$ cat src/rtl/nprime0_mem_arbiter_pkg.sv
// Shared sizing for the n'0 RAM arbiter and its round-robin selector.
package nprime0_mem_arbiter_pkg;

   // Width of one n'0 word (matches the system-wide datapath width).
   localparam int NPR_DATA_WIDTH = 32;
   localparam int NPR_NUM_REQ    = 4;
   localparam int NPR_ADDR_WIDTH = 1;
   // RAM address-to-q latency: input register plus output register.
   localparam int NPR_RD_LATENCY = 2;

   // Lane-id width; kept at least 1 bit so ids are always representable.
   function automatic int lane_w(input int n);
      return (n < 2) ? 1 : $clog2(n);
   endfunction

   localparam int NPR_LANE_W = lane_w(NPR_NUM_REQ);

endpackage

$ cat src/rtl/nprime0_rr_arb.sv
// Round-robin read selector: scans from the pointer upward and moves the
// pointer one past the granted lane. Grants are suppressed when en_i=0.
module nprime0_rr_arb
   import nprime0_mem_arbiter_pkg::*;
#(
   parameter  int NUM_REQ = NPR_NUM_REQ,
   localparam int LW      = lane_w(NUM_REQ)
) (
   input  logic               clock,
   input  logic               reset,
   input  logic [NUM_REQ-1:0] req_i,
   input  logic               en_i,
   output logic [NUM_REQ-1:0] gnt_o,
   output logic [LW-1:0]      id_o
);

   logic [LW-1:0] ptr_q, ptr_d;
   logic          hit;
   logic [LW-1:0] sel;
   int            tmp;

   // Priority scan starting at the pointer, wrapping modulo NUM_REQ.
   always_comb begin
      gnt_o = '0;
      id_o  = '0;
      hit   = 1'b0;
      tmp   = 0;
      sel   = '0;
      for (int i = 0; i < NUM_REQ; i++) begin
         tmp = int'(ptr_q) + i;
         if (tmp >= NUM_REQ) tmp = tmp - NUM_REQ;
         sel = tmp[LW-1:0];
         if (!hit && req_i[sel]) begin
            hit        = 1'b1;
            gnt_o[sel] = en_i;
            id_o       = sel;
         end
      end
      ptr_d = ptr_q;
      if (hit && en_i)
         ptr_d = (id_o == LW'(NUM_REQ - 1)) ? '0 : id_o + 1'b1;
   end

   // Pointer only advances on an actual grant.
   always_ff @(posedge clock) begin
      if (reset) ptr_q <= '0;
      else       ptr_q <= ptr_d;
   end

endmodule

$ cat src/rtl/nprime0_mem_arbiter.sv
// Arbitrates one single-port n'0 RAM between NUM_REQ lane readers and a
// throttled host writer; read data returns with a one-hot lane valid.
module nprime0_mem_arbiter
   import nprime0_mem_arbiter_pkg::*;
#(
   parameter  int DATA_WIDTH = NPR_DATA_WIDTH,
   parameter  int NUM_REQ    = NPR_NUM_REQ,
   parameter  int ADDR_WIDTH = NPR_ADDR_WIDTH,
   parameter  int RD_LATENCY = NPR_RD_LATENCY,
   localparam int LW         = lane_w(NUM_REQ)
) (
   input  logic                          clock,
   input  logic                          reset,
   input  logic [NUM_REQ-1:0]            req_valid,
   input  logic [NUM_REQ*ADDR_WIDTH-1:0] req_addr,
   output logic [NUM_REQ-1:0]            req_ready,
   output logic [NUM_REQ-1:0]            rsp_valid,
   output logic [DATA_WIDTH-1:0]         rsp_data,
   input  logic                          host_wr_valid,
   input  logic [ADDR_WIDTH-1:0]         host_wr_addr,
   input  logic [DATA_WIDTH-1:0]         host_wr_data,
   output logic                          host_wr_ready,
   output logic [ADDR_WIDTH-1:0]         mem_address,
   output logic [DATA_WIDTH-1:0]         mem_data,
   output logic                          mem_wren,
   input  logic [DATA_WIDTH-1:0]         mem_q
);

   logic                      throttle_q;
   logic                      wr_acc, rd_en, rd_acc;
   logic [NUM_REQ-1:0]        gnt;
   logic [LW-1:0]             gnt_id;
   logic [ADDR_WIDTH-1:0]     rd_addr;
   logic [ADDR_WIDTH-1:0]     mem_address_q;
   logic [DATA_WIDTH-1:0]     mem_data_q;
   logic                      mem_wren_q;
   // Tag pipeline: stage 0 captured at acceptance, stage RD_LATENCY lines up with mem_q.
   logic [RD_LATENCY:0]         vld_pipe_q;
   logic [RD_LATENCY:0][LW-1:0] id_pipe_q;

   // A write blocks all reads this cycle; the throttle leaves a read slot after it.
   assign host_wr_ready = !reset && !throttle_q;
   assign wr_acc        = host_wr_valid && host_wr_ready;
   assign rd_en         = !reset && !wr_acc;

   nprime0_rr_arb #(.NUM_REQ(NUM_REQ)) u_rr (
      .clock (clock),
      .reset (reset),
      .req_i (req_valid),
      .en_i  (rd_en),
      .gnt_o (gnt),
      .id_o  (gnt_id)
   );

   assign req_ready = gnt;
   assign rd_acc    = |gnt;

   // Address of the granted lane.
   always_comb begin
      rd_addr = '0;
      for (int i = 0; i < NUM_REQ; i++)
         if (gnt[i]) rd_addr = req_addr[i*ADDR_WIDTH +: ADDR_WIDTH];
   end

   // RAM port registers, write throttle and read tag pipeline.
   always_ff @(posedge clock) begin
      if (reset) begin
         throttle_q    <= 1'b0;
         mem_address_q <= '0;
         mem_data_q    <= '0;
         mem_wren_q    <= 1'b0;
         vld_pipe_q    <= '0;
         id_pipe_q     <= '0;
      end else begin
         throttle_q <= wr_acc;
         mem_wren_q <= wr_acc;
         if (wr_acc) begin
            mem_address_q <= host_wr_addr;
            mem_data_q    <= host_wr_data;
         end else if (rd_acc) begin
            mem_address_q <= rd_addr;
         end
         vld_pipe_q <= {vld_pipe_q[RD_LATENCY-1:0], rd_acc};
         id_pipe_q  <= {id_pipe_q[RD_LATENCY-1:0], gnt_id};
      end
   end

   assign mem_address = mem_address_q;
   assign mem_data    = mem_data_q;
   assign mem_wren    = mem_wren_q;

   // Decode the oldest tag into the one-hot response valid.
   always_comb begin
      rsp_valid = '0;
      if (vld_pipe_q[RD_LATENCY]) rsp_valid[id_pipe_q[RD_LATENCY]] = 1'b1;
   end

   assign rsp_data = mem_q;

endmodule

$ cat config.mk
export PLATFORM = sky130hd
export DESIGN_NAME = nprime0_mem_arbiter
export DESIGN_NICKNAME = d
export VERILOG_FILES = /design/src/rtl/nprime0_mem_arbiter_pkg.sv /design/src/rtl/nprime0_rr_arb.sv /design/src/rtl/nprime0_mem_arbiter.sv
export SDC_FILE = /design/constraint.sdc
export NUM_CORES = 1
export LEC_CHECK = 0
export ABC_AREA = 1
export CORE_MARGIN = 8
export CORE_UTILIZATION = 36
export CTS_CLUSTER_DIAMETER = 30
export DETAILED_ROUTE_END_ITERATION = 8
export GPL_TIMING_DRIVEN = 1
export PLACE_DENSITY = 0.87
export SYNTH_ARGS = -nofsm -noshare
export SYNTH_HDL_FRONTEND = slang
export SYNTH_HIERARCHICAL = 1
export SYNTH_SLANG_ARGS = --single-unit
$ cat constraint.sdc
create_clock -name clock -period 2.3 [get_ports clock]
set_input_delay 0.46 -clock clock [delete_from_list [all_inputs] [get_ports clock]]
set_output_delay 0.46 -clock clock [all_outputs]
set_load 0.02 [all_outputs]
==> results.json <==
{
  "outcome": "finished, final reports clean",
  "clockBufferDepth": 2,
  "powerDensity_nw_per_um2": 876,
  "setup_slack_ns": 0.00249,
  "crit_slowest_cell": "dfxtp_4",
  "maxSlewHeadroom_pct": 63.5,
  "synth_cell_types": 25,
  "fmax_mhz": 435,
  "dieArea_um2": 9080,
  "cp-end-kind": "output pin",
  "design.core.area_um2": 6200,
  "path_cells": "inv_8 -> ha_4 -> inv_4 -> nand3_2 -> nand2_2 -> nor2_4 -> nand2_1 -> o21ai_1 -> a31oi_1 -> nand2_2 -> buf_6",
  "maxCapViolCount": 0,
  "critPathRequiredTime_ns": 1.84,
  "rsz0062_at_grt": "true",
  "gr-usage-all-layers_pct": 12.6,
  "synth_area_um2": 2260,
  "wire_per_inst_um": 13.9,
  "vias_per_cell": 4.69,
  "r2r_start": "u_rr/ptr_q[0]",
  "holdPathEnd": "id_pipe_q[2]",
  "hp-class": "register to register",
  "r2r_setup_slack_ns": 0.12,
  "final_core_util_pct": 53.2,
  "ys_warn_count": 6,
  "slew_viol_final": 0,
  "wirelength_um": 5920,
  "fillerInstances": 558,
  "post-route-min-period_ns": 2.30,
  "areaGrowthSynthToFinish_pct": 45.8,
  "critPathLaunch": "u_rr/ptr_q[0]",
  "hold_path_depth": 2,
  "antenna_found_initial": 0,
  "synth_xor_xnor_area_share_pct": 0,
  "power_w": 0.00289,
  "hp-start": "id_pipe_q[0]",
  "hold_viol_final": 0,
  "cts_tree": "yes",
  "grt-ovfl-total": 0,
  "max_stage_delay_ns": 0.39,
  "ios": 151,
  "antenna_left": 0,
  "path_clk_slew_ns": 0.08,
  "worst_slew_pin_slew_ns": 0.547,
  "synth_compound_area_share_pct": 16.2,
  "period_share_pct": 99.9,
  "port_buffers": 86,
  "grt_pass1_wl_um": 9360,
  "drive_above_1_share_pct": 23.2,
  "dpl_cell_area_um2": 3070,
  "synth_top_family_by_area": "simple AND/OR/NAND/NOR gates",
  "leakagePower_nw": 1.46,
  "synth-adder-area-share_pct": 2.76,
  "clock-sinks": 45,
  "drtPass1Iterations": 4,
  "fin_worst_skew_ns": 0.00953,
  "start_util_pct": 36.5,
  "die_h_um": 95.3,
  "yosys-mux-area-fraction_pct": 0,
  "critPathKind": "register to output pin",
  "r2r_end": "u_rr/ptr_q[0]",
  "chipWidth_um": 95.3,
  "ff2ff_path_depth": 16,
  "startpoint_type": "register",
  "path_common_cell": "nand2_2",
  "cts-root-buf": "clkbuf_8",
  "ir_drop_mv": 0.475,
  "worstSkewPairLatency_ns": 0.29,
  "synthSimpleGateAreaFrac_pct": 20.9,
  "drcViolationCount": 0,
  "cts_buffers": 5,
  "routed-via-count": 1996,
  "place.detailed.hpwl_um": 4410,
  "rows": 29,
  "ys_seq_elements": 45,
  "synth_fp_nets": 350,
  "nets": 429,
  "grt_pass1_vias": 2135,
  "num_antenna_cells": 0,
  "h-tree-depth": 2,
  "fin_area_um2": 3300,
  "syn_avg_cell_area_um2": 8.42,
  "grt_max_degree": 34,
  "pre_cts_ws_ns": -0.652,
  "critPathMaxFanout": 5,
  "yosysSeqAreaShare_pct": 39.8,
  "syn_inst": 269,
  "hold_ws_ns": 0.402,
  "first_iter_violations": 83,
  "arrival_ns": 1.84,
  "finalSetupViolations": 0,
  "place_congestion": 0.900
}
-- cells by family (layout without fill, tap and decap cells) --
group | count (synthesis) | in the layout
AND/OR/NAND/NOR | 95 | 95
buffers and inverters | 76 | 156
AO/OA/AOI/OAI | 48 | 48
flip-flops | 45 | 45
adder cells (fa/ha/maj) | 5 | 5
-- worst max-delay path: cells and delay by family (launching register included) --
kind / cells / cell delay [ns]
simple gates: 5 / 0.40
flops: 1 / 0.39
buf+inv: 3 / 0.26
fa+ha+maj: 1 / 0.26
compound gates: 2 / 0.23
-- how the worst max path moves through the flow --
stage / to / slack, ns / depth (start not counted)
global placement: req_ready[1] / -0.56 / 11
floorplan: mem_address / 0.002 / 18
detailed placement: req_ready[1] / -0.65 / 11
CTS: req_ready[3] / -0.02 / 10
global route: req_ready[1] / -0.12 / 11
finish: req_ready[1] / 0.002 / 11
-- synthesized netlist by cell type --
library cell / number / area [um2]
o21ai_1: 3 / 15.0
nand4_2: 1 / 12.5
nor2_1: 12 / 45.0
buf_6: 4 / 45.0
nand4_1: 3 / 18.8
inv_8: 1 / 11.3
nand2_4: 2 / 22.5
nor3_4: 1 / 16.3
a21boi_0: 1 / 7.51
inv_2: 6 / 22.5
buf_4: 36 / 270
ha_1: 5 / 62.6
nand3_1: 12 / 60.1
nand2_2: 8 / 50.1
buf_2: 1 / 5.00
nand2_1: 44 / 165
a21oi_1: 6 / 30.0
nor2_2: 3 / 18.8
a22o_1: 32 / 280
dfxtp_1: 45 / 901
nor3_1: 5 / 25.0
inv_1: 28 / 105
a31oi_1: 4 / 25.0
nand3_2: 4 / 40.0
o21ai_0: 2 / 10.0
-- registers in the layout, summed over array words and instances (netlist names) --
signal,cells
mem_data,32
mem_address,1
mem_wren,1
vld_pipe_q,3
id_pipe_q,6
u_rr/ptr_q,2
-- through the flow --
stage	TNS (ns)	cells
2_1_floorplan	0	269
3_3_place_gp	-2.67	413
3_5_place_dp	-3.09	413
4_1_cts	-0.0394	427
5_1_grt	-0.386	426
6_report	0	426
-- cell usage in the layout (no fill, tap or decap), types with 5 or more instances in the layout --
cell	count
clkdlybuf4s50_1	77
dfxtp_1	43
nand2_1	36
a22o_1	32
inv_1	26
buf_4	25
nand2_2	14
nor2_1	11
nand3_1	11
inv_2	7
clkbuf_8	6
buf_6	6
nor3_1	5
a21oi_1	5
dlygate4sd2_1	5
nand3_2	5
-- area by class of cell --
type | instances | area [um2] | share of cell area, %
inverters | 35 | 141 | 4.28
repair buffers | 113 | 1070 | 32.4
multi-input cells | 148 | 968 | 29.3
well taps | 77 | 96.3 | 2.92
clock buffers | 6 | 82.6 | 2.50
clock inverters | 2 | 37.5 | 1.14
flip-flops and latches | 45 | 906 | 27.4
-- report_power, final --
part	switching, W	internal, W
clock	0.000262	0.000353
combinational	0.000704	0.000642
sequential	0.0000505	0.000879
-- per-layer routing --
metal | share of wire (%) | global-route usage [%] | up-vias
li1 | - | - | 1013
met1 | 40 | 13.5 | 912
met2 | 51 | 22.4 | 64
met3 | 8.7 | 5.35 | 7
met4 | 0.46 | 2.99 | 0
met5 | 0 | 0 | -
-- repair_timing --
item	CTS	global route
setup buffers	6	1
endpoints found under the setup margin	5	5
pin swaps	8	10
hold buffers	0	0
resized for setup	44	10
cloned	0	0
hold endpoints to repair	0	0
(Power assumes the default switching activity.)
